--- src/rtl/psum_drain.sv ---
// -----------------------------------------------------------------------------
// psum_drain
//
// Drains signed partial sums from an upstream synchronous FIFO. Each output
// is the sum of ACC_LEN consecutive words. The sum then gets a bias added,
// an arithmetic right shift by SHIFT, an optional ReLU and 16-bit
// saturation. The result is held on a valid/ready output until it is
// accepted.
//
// Parameters
//   DATA_W   width of a signed FIFO word
//   ACC_LEN  words summed per result (1..128)
//   ACC_W    accumulator width (>= DATA_W+7, so the sum cannot wrap)
//   SHIFT    arithmetic right shift applied before ReLU/saturation (0..15)
//
// Ports
//   clk         clock, all state on the rising edge
//   rst_n       asynchronous active-low reset
//   fifo_empty  upstream FIFO empty flag
//   fifo_rd_en  pop request to the FIFO (combinational)
//   fifo_data   FIFO read data, valid the cycle after a pop
//   bias        signed bias, sampled in FIN
//   relu_en     clamp negative results to zero, sampled in FIN
//   out_data    registered signed 16-bit result
//   out_valid   result valid, held until out_ready
//   out_ready   downstream accept
//   out_sat     result was saturated (qualified by out_valid)
// -----------------------------------------------------------------------------
module psum_drain #(
   parameter int DATA_W  = 25,
   parameter int ACC_LEN = 3,
   parameter int ACC_W   = 32,
   parameter int SHIFT   = 0
) (
   input  logic                     clk,
   input  logic                     rst_n,
   input  logic                     fifo_empty,
   output logic                     fifo_rd_en,
   input  logic signed [DATA_W-1:0] fifo_data,
   input  logic signed [15:0]       bias,
   input  logic                     relu_en,
   output logic signed [15:0]       out_data,
   output logic                     out_valid,
   input  logic                     out_ready,
   output logic                     out_sat
);

   // Counters must be able to hold ACC_LEN itself.
   localparam int CNT_W = $clog2(ACC_LEN + 1);
   // One spare bit so that adding the bias can never wrap.
   localparam int RES_W = ACC_W + 1;

   localparam logic [CNT_W-1:0]        LEN_C  = CNT_W'(ACC_LEN);
   localparam logic [CNT_W-1:0]        LAST_C = CNT_W'(ACC_LEN - 1);
   localparam logic signed [RES_W-1:0] MAX_C  = RES_W'(32767);
   localparam logic signed [RES_W-1:0] MIN_C  = RES_W'(-32768);

   typedef enum logic [1:0] {
      ST_ACC = 2'd0,
      ST_FIN = 2'd1,
      ST_OUT = 2'd2
   } state_e;

   state_e                    state_q, state_d;
   logic signed [ACC_W-1:0]   acc_q, acc_d;
   logic [CNT_W-1:0]          iss_cnt_q, iss_cnt_d;
   logic [CNT_W-1:0]          rcv_cnt_q, rcv_cnt_d;
   logic                      rd_vld_q;
   logic signed [15:0]        out_data_q, out_data_d;
   logic                      out_valid_q, out_valid_d;
   logic                      out_sat_q, out_sat_d;

   logic                      rd_en;
   logic signed [RES_W-1:0]   fin_v;
   logic [16:0]               sat_res;

   // Floor shift (arithmetic), then optional ReLU on the shifted value.
   function automatic logic signed [RES_W-1:0] shift_relu(
      input logic signed [RES_W-1:0] v,
      input logic                    relu
   );
      logic signed [RES_W-1:0] s;
      s = v >>> SHIFT;
      if (relu && (s < 0)) begin
         s = '0;
      end
      return s;
   endfunction

   // Returns {saturated, value} clamped into the signed 16-bit range.
   function automatic logic [16:0] sat16(input logic signed [RES_W-1:0] v);
      logic [16:0] r;
      if (v > MAX_C) begin
         r = {1'b1, 16'h7FFF};
      end else if (v < MIN_C) begin
         r = {1'b1, 16'h8000};
      end else begin
         r = {1'b0, v[15:0]};
      end
      return r;
   endfunction

   // Pop gating. rst_n is included so that no pop is issued while reset is
   // asserted, even though the reset state would otherwise allow one.
   assign rd_en = rst_n && (state_q == ST_ACC) && !fifo_empty &&
                  (iss_cnt_q < LEN_C);
   assign fifo_rd_en = rd_en;

   always_comb begin
      state_d     = state_q;
      acc_d       = acc_q;
      iss_cnt_d   = iss_cnt_q;
      rcv_cnt_d   = rcv_cnt_q;
      out_data_d  = out_data_q;
      out_valid_d = out_valid_q;
      out_sat_d   = out_sat_q;
      fin_v       = '0;
      sat_res     = '0;

      if (rd_en) begin
         iss_cnt_d = iss_cnt_q + CNT_W'(1);
      end

      case (state_q)
         ST_ACC: begin
            // rd_vld_q marks the cycle in which the word popped one cycle
            // earlier is present on fifo_data.
            if (rd_vld_q) begin
               acc_d     = acc_q + ACC_W'(fifo_data);
               rcv_cnt_d = rcv_cnt_q + CNT_W'(1);
               if (rcv_cnt_q == LAST_C) begin
                  state_d = ST_FIN;
               end
            end
         end
         ST_FIN: begin
            fin_v       = shift_relu(RES_W'(acc_q) + RES_W'(bias), relu_en);
            sat_res     = sat16(fin_v);
            out_data_d  = sat_res[15:0];
            out_sat_d   = sat_res[16];
            out_valid_d = 1'b1;
            state_d     = ST_OUT;
         end
         ST_OUT: begin
            if (out_valid_q && out_ready) begin
               out_valid_d = 1'b0;
               acc_d       = '0;
               iss_cnt_d   = '0;
               rcv_cnt_d   = '0;
               state_d     = ST_ACC;
            end
         end
         default: begin
            state_d = ST_ACC;
         end
      endcase
   end

   always_ff @(posedge clk or negedge rst_n) begin
      if (!rst_n) begin
         state_q     <= ST_ACC;
         acc_q       <= '0;
         iss_cnt_q   <= '0;
         rcv_cnt_q   <= '0;
         rd_vld_q    <= 1'b0;
         out_data_q  <= '0;
         out_valid_q <= 1'b0;
         out_sat_q   <= 1'b0;
      end else begin
         state_q     <= state_d;
         acc_q       <= acc_d;
         iss_cnt_q   <= iss_cnt_d;
         rcv_cnt_q   <= rcv_cnt_d;
         rd_vld_q    <= rd_en;
         out_data_q  <= out_data_d;
         out_valid_q <= out_valid_d;
         out_sat_q   <= out_sat_d;
      end
   end

   assign out_data  = out_data_q;
   assign out_valid = out_valid_q;
   assign out_sat   = out_sat_q;

endmodule

--- config.mk ---
export PLATFORM = sky130hd
export DESIGN_NAME = psum_drain
export DESIGN_NICKNAME = d
export VERILOG_FILES = /design/src/rtl/psum_drain.sv
export SDC_FILE = /design/constraint.sdc
export NUM_CORES = 1
export LEC_CHECK = 0
export CELL_PAD_IN_SITES_DETAIL_PLACEMENT = 2
export CELL_PAD_IN_SITES_GLOBAL_PLACEMENT = 2
export CORE_ASPECT_RATIO = 0.75
export CORE_MARGIN = 2
export CORE_UTILIZATION = 37
export DETAILED_ROUTE_END_ITERATION = 12
export PLACE_DENSITY_LB_ADDON = 0.1
export SYNTH_ARGS = -nofsm -noshare
export SYNTH_HDL_FRONTEND = slang
export SYNTH_SLANG_ARGS = --single-unit
--- constraint.sdc ---
create_clock -name clk -period 6.3 [get_ports clk]
set_clock_uncertainty 0.1 [all_clocks]
set_input_delay 1.26 -clock clk [delete_from_list [all_inputs] [get_ports clk]]
set_output_delay 1.26 -clock clk [all_outputs]
set_load 0.05 [all_outputs]
==> impl_metrics.py <==
metrics = {
    "logic_synthesis": {
        "synthMostInstantiatedCell": "nand2_1",
        "ys_top_cells_by_area": "dfrtp_1 (24%), ha_1 (14%), a21oi_1 (6.7%)",
        "synth.top_cell.area_share_pct": 24.3,
        "synthMuxAreaShare_pct": 0.683,
        "synth.top_cells.by_count": "nand2_1 (82), a21oi_1 (78), ha_1 (65), dfrtp_1 (57), o21ai_0 (50)",
        "postSynthAreaPerCell_sq_um": 8.07,
        "synth.largest_area_cell": "dfrtp_1",
        "synth_top_family_by_area": "compound AO/OA/AOI/OAI gates",
        "ys_async_sr_fraction_pct": 100,
        "syn_inst": 727,
        "yosys_warnings": 0,
        "syn_nets": 840,
        "synthAdderAreaFrac_pct": 14.6,
        "synth_seq_cells": 57,
        "netlist_area_sq_um": 5860,
        "synth-edff-count": 0,
        "yosysUniqueCellTypes": 65,
        "synth_top_flop_cell": "dfrtp_1",
        "synthSimpleGateAreaFrac_pct": 18.9,
        "synth_compound_area_share_pct": 30.6,
        "synth_seq_area_share_pct": 24.3,
        "synth_xor_area_share_pct": 7.47,
    },
    "status": {
        "outcome": "completed",
    },
    "detailed_routing": {
        "via_count": 6020,
        "first_pass_iters": 5,
        "vias_per_cell": 6.03,
        "postRouteAntennaNets": 0,
        "totalWireLength_um": 21700,
        "dr.first_iter.drc_count": 203,
        "wl_per_cell_um": 21.7,
        "drc": 0,
    },
    "floorplanning": {
        "die_w_um": 149,
        "ioPinCount": 65,
        "dieArea_sq_um": 16900,
        "core_sq_um": 15400,
        "fp-row-count": 39,
        "die_h_um": 113,
        "initial_utilization_pct": 38.2,
    },
    "setup_path": {
        "worst-r2r-setup-slack_ns": 1.67,
        "r2r-start": "acc_q[0]$_DFFE_PN0P_",
        "end_kind": "flip-flop",
        "cp.arrival_ns": 5.89,
        "worstPathRequired_ns": 6.43,
        "start_kind": "input pin",
        "cp_max_fo": 15,
        "path_class": "input pin to flip-flop",
        "rr_worst_depth": 14,
        "r2r-end": "out_data[0]$_DFFE_PN0P_",
    },
    "final_layout": {
        "area_delta_synth_final_pct": 19.8,
        "diodes": 0,
        "finish.utilization_pct": 45.7,
        "final_nets": 902,
        "drive_above_1_share_pct": 4.79,
    },
    "placed_design": {
        "hpwl_um": 17200,
        "gp_congestion": 0.898,
        "port_buffers": 64,
    },
    "cts": {
        "cts_root_buffer": "clkbuf_16",
        "cts_num_sinks": 57,
        "clk_latency_ns": 0.35,
        "cts_buffers": 9,
        "cts_resized": 0,
        "cts_tree": "yes",
        "cts_buffer_depth": 2,
        "ctsHoldBuffers": 0,
        "clk_pin_slew_worst_paths_ns": 0.05,
        "cts_setup_buffers": 0,
        "htreeDepth": 3,
    },
    "sta": {
        "fin_crit_sh_pct": 91.5,
        "maxSlewHeadroom_pct": 31.8,
        "setup_viol": 0,
        "setup-tns-final_ns": 0,
        "hold_ws_ns": 0.391,
        "worst_pin_slew_ns": 1.02,
        "maxSlewViolCount": 0,
        "fin_crit_ns": 5.76,
        "rsz0062_at_grt": "false",
        "hold_viol": 0,
        "max_freq_ghz": 0.174,
    },
    "worst_hold_path": {
        "hold_end": "out_data[15]$_DFFE_PN0P_",
        "min_from": "out_data[15]$_DFFE_PN0P_",
        "min_path_type": "flip-flop to flip-flop",
        "whs_path_depth": 1,
    },
    "pwr": {
        "powerDensity_nw_per_um2": 536,
        "ir_worst_vdd_uv": 164,
        "p_leak_nw": 3.16,
    },
    "grt": {
        "overflow": 0,
        "antenna_found_initial": 0,
        "grt_pass1_wl_um": 35400,
        "grt_pass1_vias": 6354,
        "track_usage_pct": 26.6,
        "grt_max_degree": 58,
    },
    "run": {
        "maxCapViolations": 0,
    },
}
power breakdown:
part / internal, mW / switching [mW] / leakage [nW] / total (mW)
sequential: 0.507 / 0.172 / 0.736 / 0.679
combinational: 1.01 / 1.59 / 2.29 / 2.60
clock: 0.269 / 0.216 / 0.128 / 0.485
total: 1.78 / 1.98 / 3.16 / 3.76
cell type report:
class                   count  area [sq um]
flip-flops and latches     57          1430
clock buffers               9           225
inverters                  26          97.6
clock inverters             7          53.8
fillers                  1756          8350
repair buffers             75           718
well taps                 205           256
multi-input cells         620          4250
how the worst max path moves through the flow:
stage | start | endpoint
after floorplan | bias[3] | out_data[10]$_DFFE_PN0P_
after global routing | bias[15] | out_data[0]$_DFFE_PN0P_
after detailed placement | bias[15] | out_data[0]$_DFFE_PN0P_
final | bias[15] | out_data[0]$_DFFE_PN0P_
after CTS | bias[15] | out_data[0]$_DFFE_PN0P_
after global placement | bias[15] | out_data[4]$_DFFE_PN0P_
cells by family after synthesis:
family	after synthesis
compound gates	271
xor+xnor	50
fa+ha+maj	67
buf+inv	50
flops	57
mux	4
simple gates	228
sequential cells by signal, indices dropped and copies added (netlist names):
register,count
acc_q,32
iss_cnt_q,2
out_data,16
out_sat,1
out_valid,1
rcv_cnt_q,2
rd_vld_q,1
state_q,2
per-stage QoR:
step	setup slack, ns	area, sq um	total power, mW	cells
2_1_floorplan	1.34	5860	2.45	727
3_3_place_gp	0.183	6740	3.07	983
3_5_place_dp	0.0722	6740	3.23	983
4_1_cts	0.335	7020	3.75	999
5_1_grt	0.226	7020	4.09	999
6_report	0.537	7020	3.76	999
layer usage:
metal | global-route usage, % | vias up | wire length (um)
met3 | 3.55 | 17 | 846
met2 | 41.8 | 111 | 9610
met5 | 0 | - | 0
li1 | - | 2842 | -
met1 | 39.3 | 3050 | 11000
met4 | 4.95 | 0 | 192
layout by cell type, fill, tap and decap left out, types with 10 or more instances in the layout:
| cell | synthesis | layout |
|---|---|---|
| nand3_1 | 15 | 15 |
| xor2_1 | 24 | 24 |
| and3_1 | 20 | 20 |
| nor3_1 | 16 | 16 |
| a31oi_1 | 13 | 13 |
| ha_1 | 65 | 65 |
| clkdlybuf4s50_1 | 0 | 63 |
| a21oi_1 | 78 | 78 |
| o21ai_1 | 11 | 11 |
| a21o_1 | 20 | 20 |
| nand2b_1 | 10 | 10 |
| inv_1 | 26 | 26 |
| o21ai_0 | 50 | 50 |
| o21bai_1 | 10 | 10 |
| xnor2_1 | 26 | 26 |
| nor2b_1 | 13 | 13 |
| buf_4 | 0 | 11 |
| dfrtp_1 | 57 | 57 |
| nand2_1 | 82 | 82 |
| nor2_1 | 40 | 39 |
worst max-delay path, cell delays in order:
cell and delay [ns]:
clkdlybuf4s50_1 0.68, ha_1 0.55, nand2_1 0.16, nor3_1 0.35, o2111ai_1 0.19, and3_1 0.20, nand2_1 0.08, xor2_1 0.19
or4bb_1 0.49, or4_1 0.43, nor4_1 0.31, or4b_4 0.64, a221oi_1 0.34
Note: power is estimated with default switching activity, not from simulation.
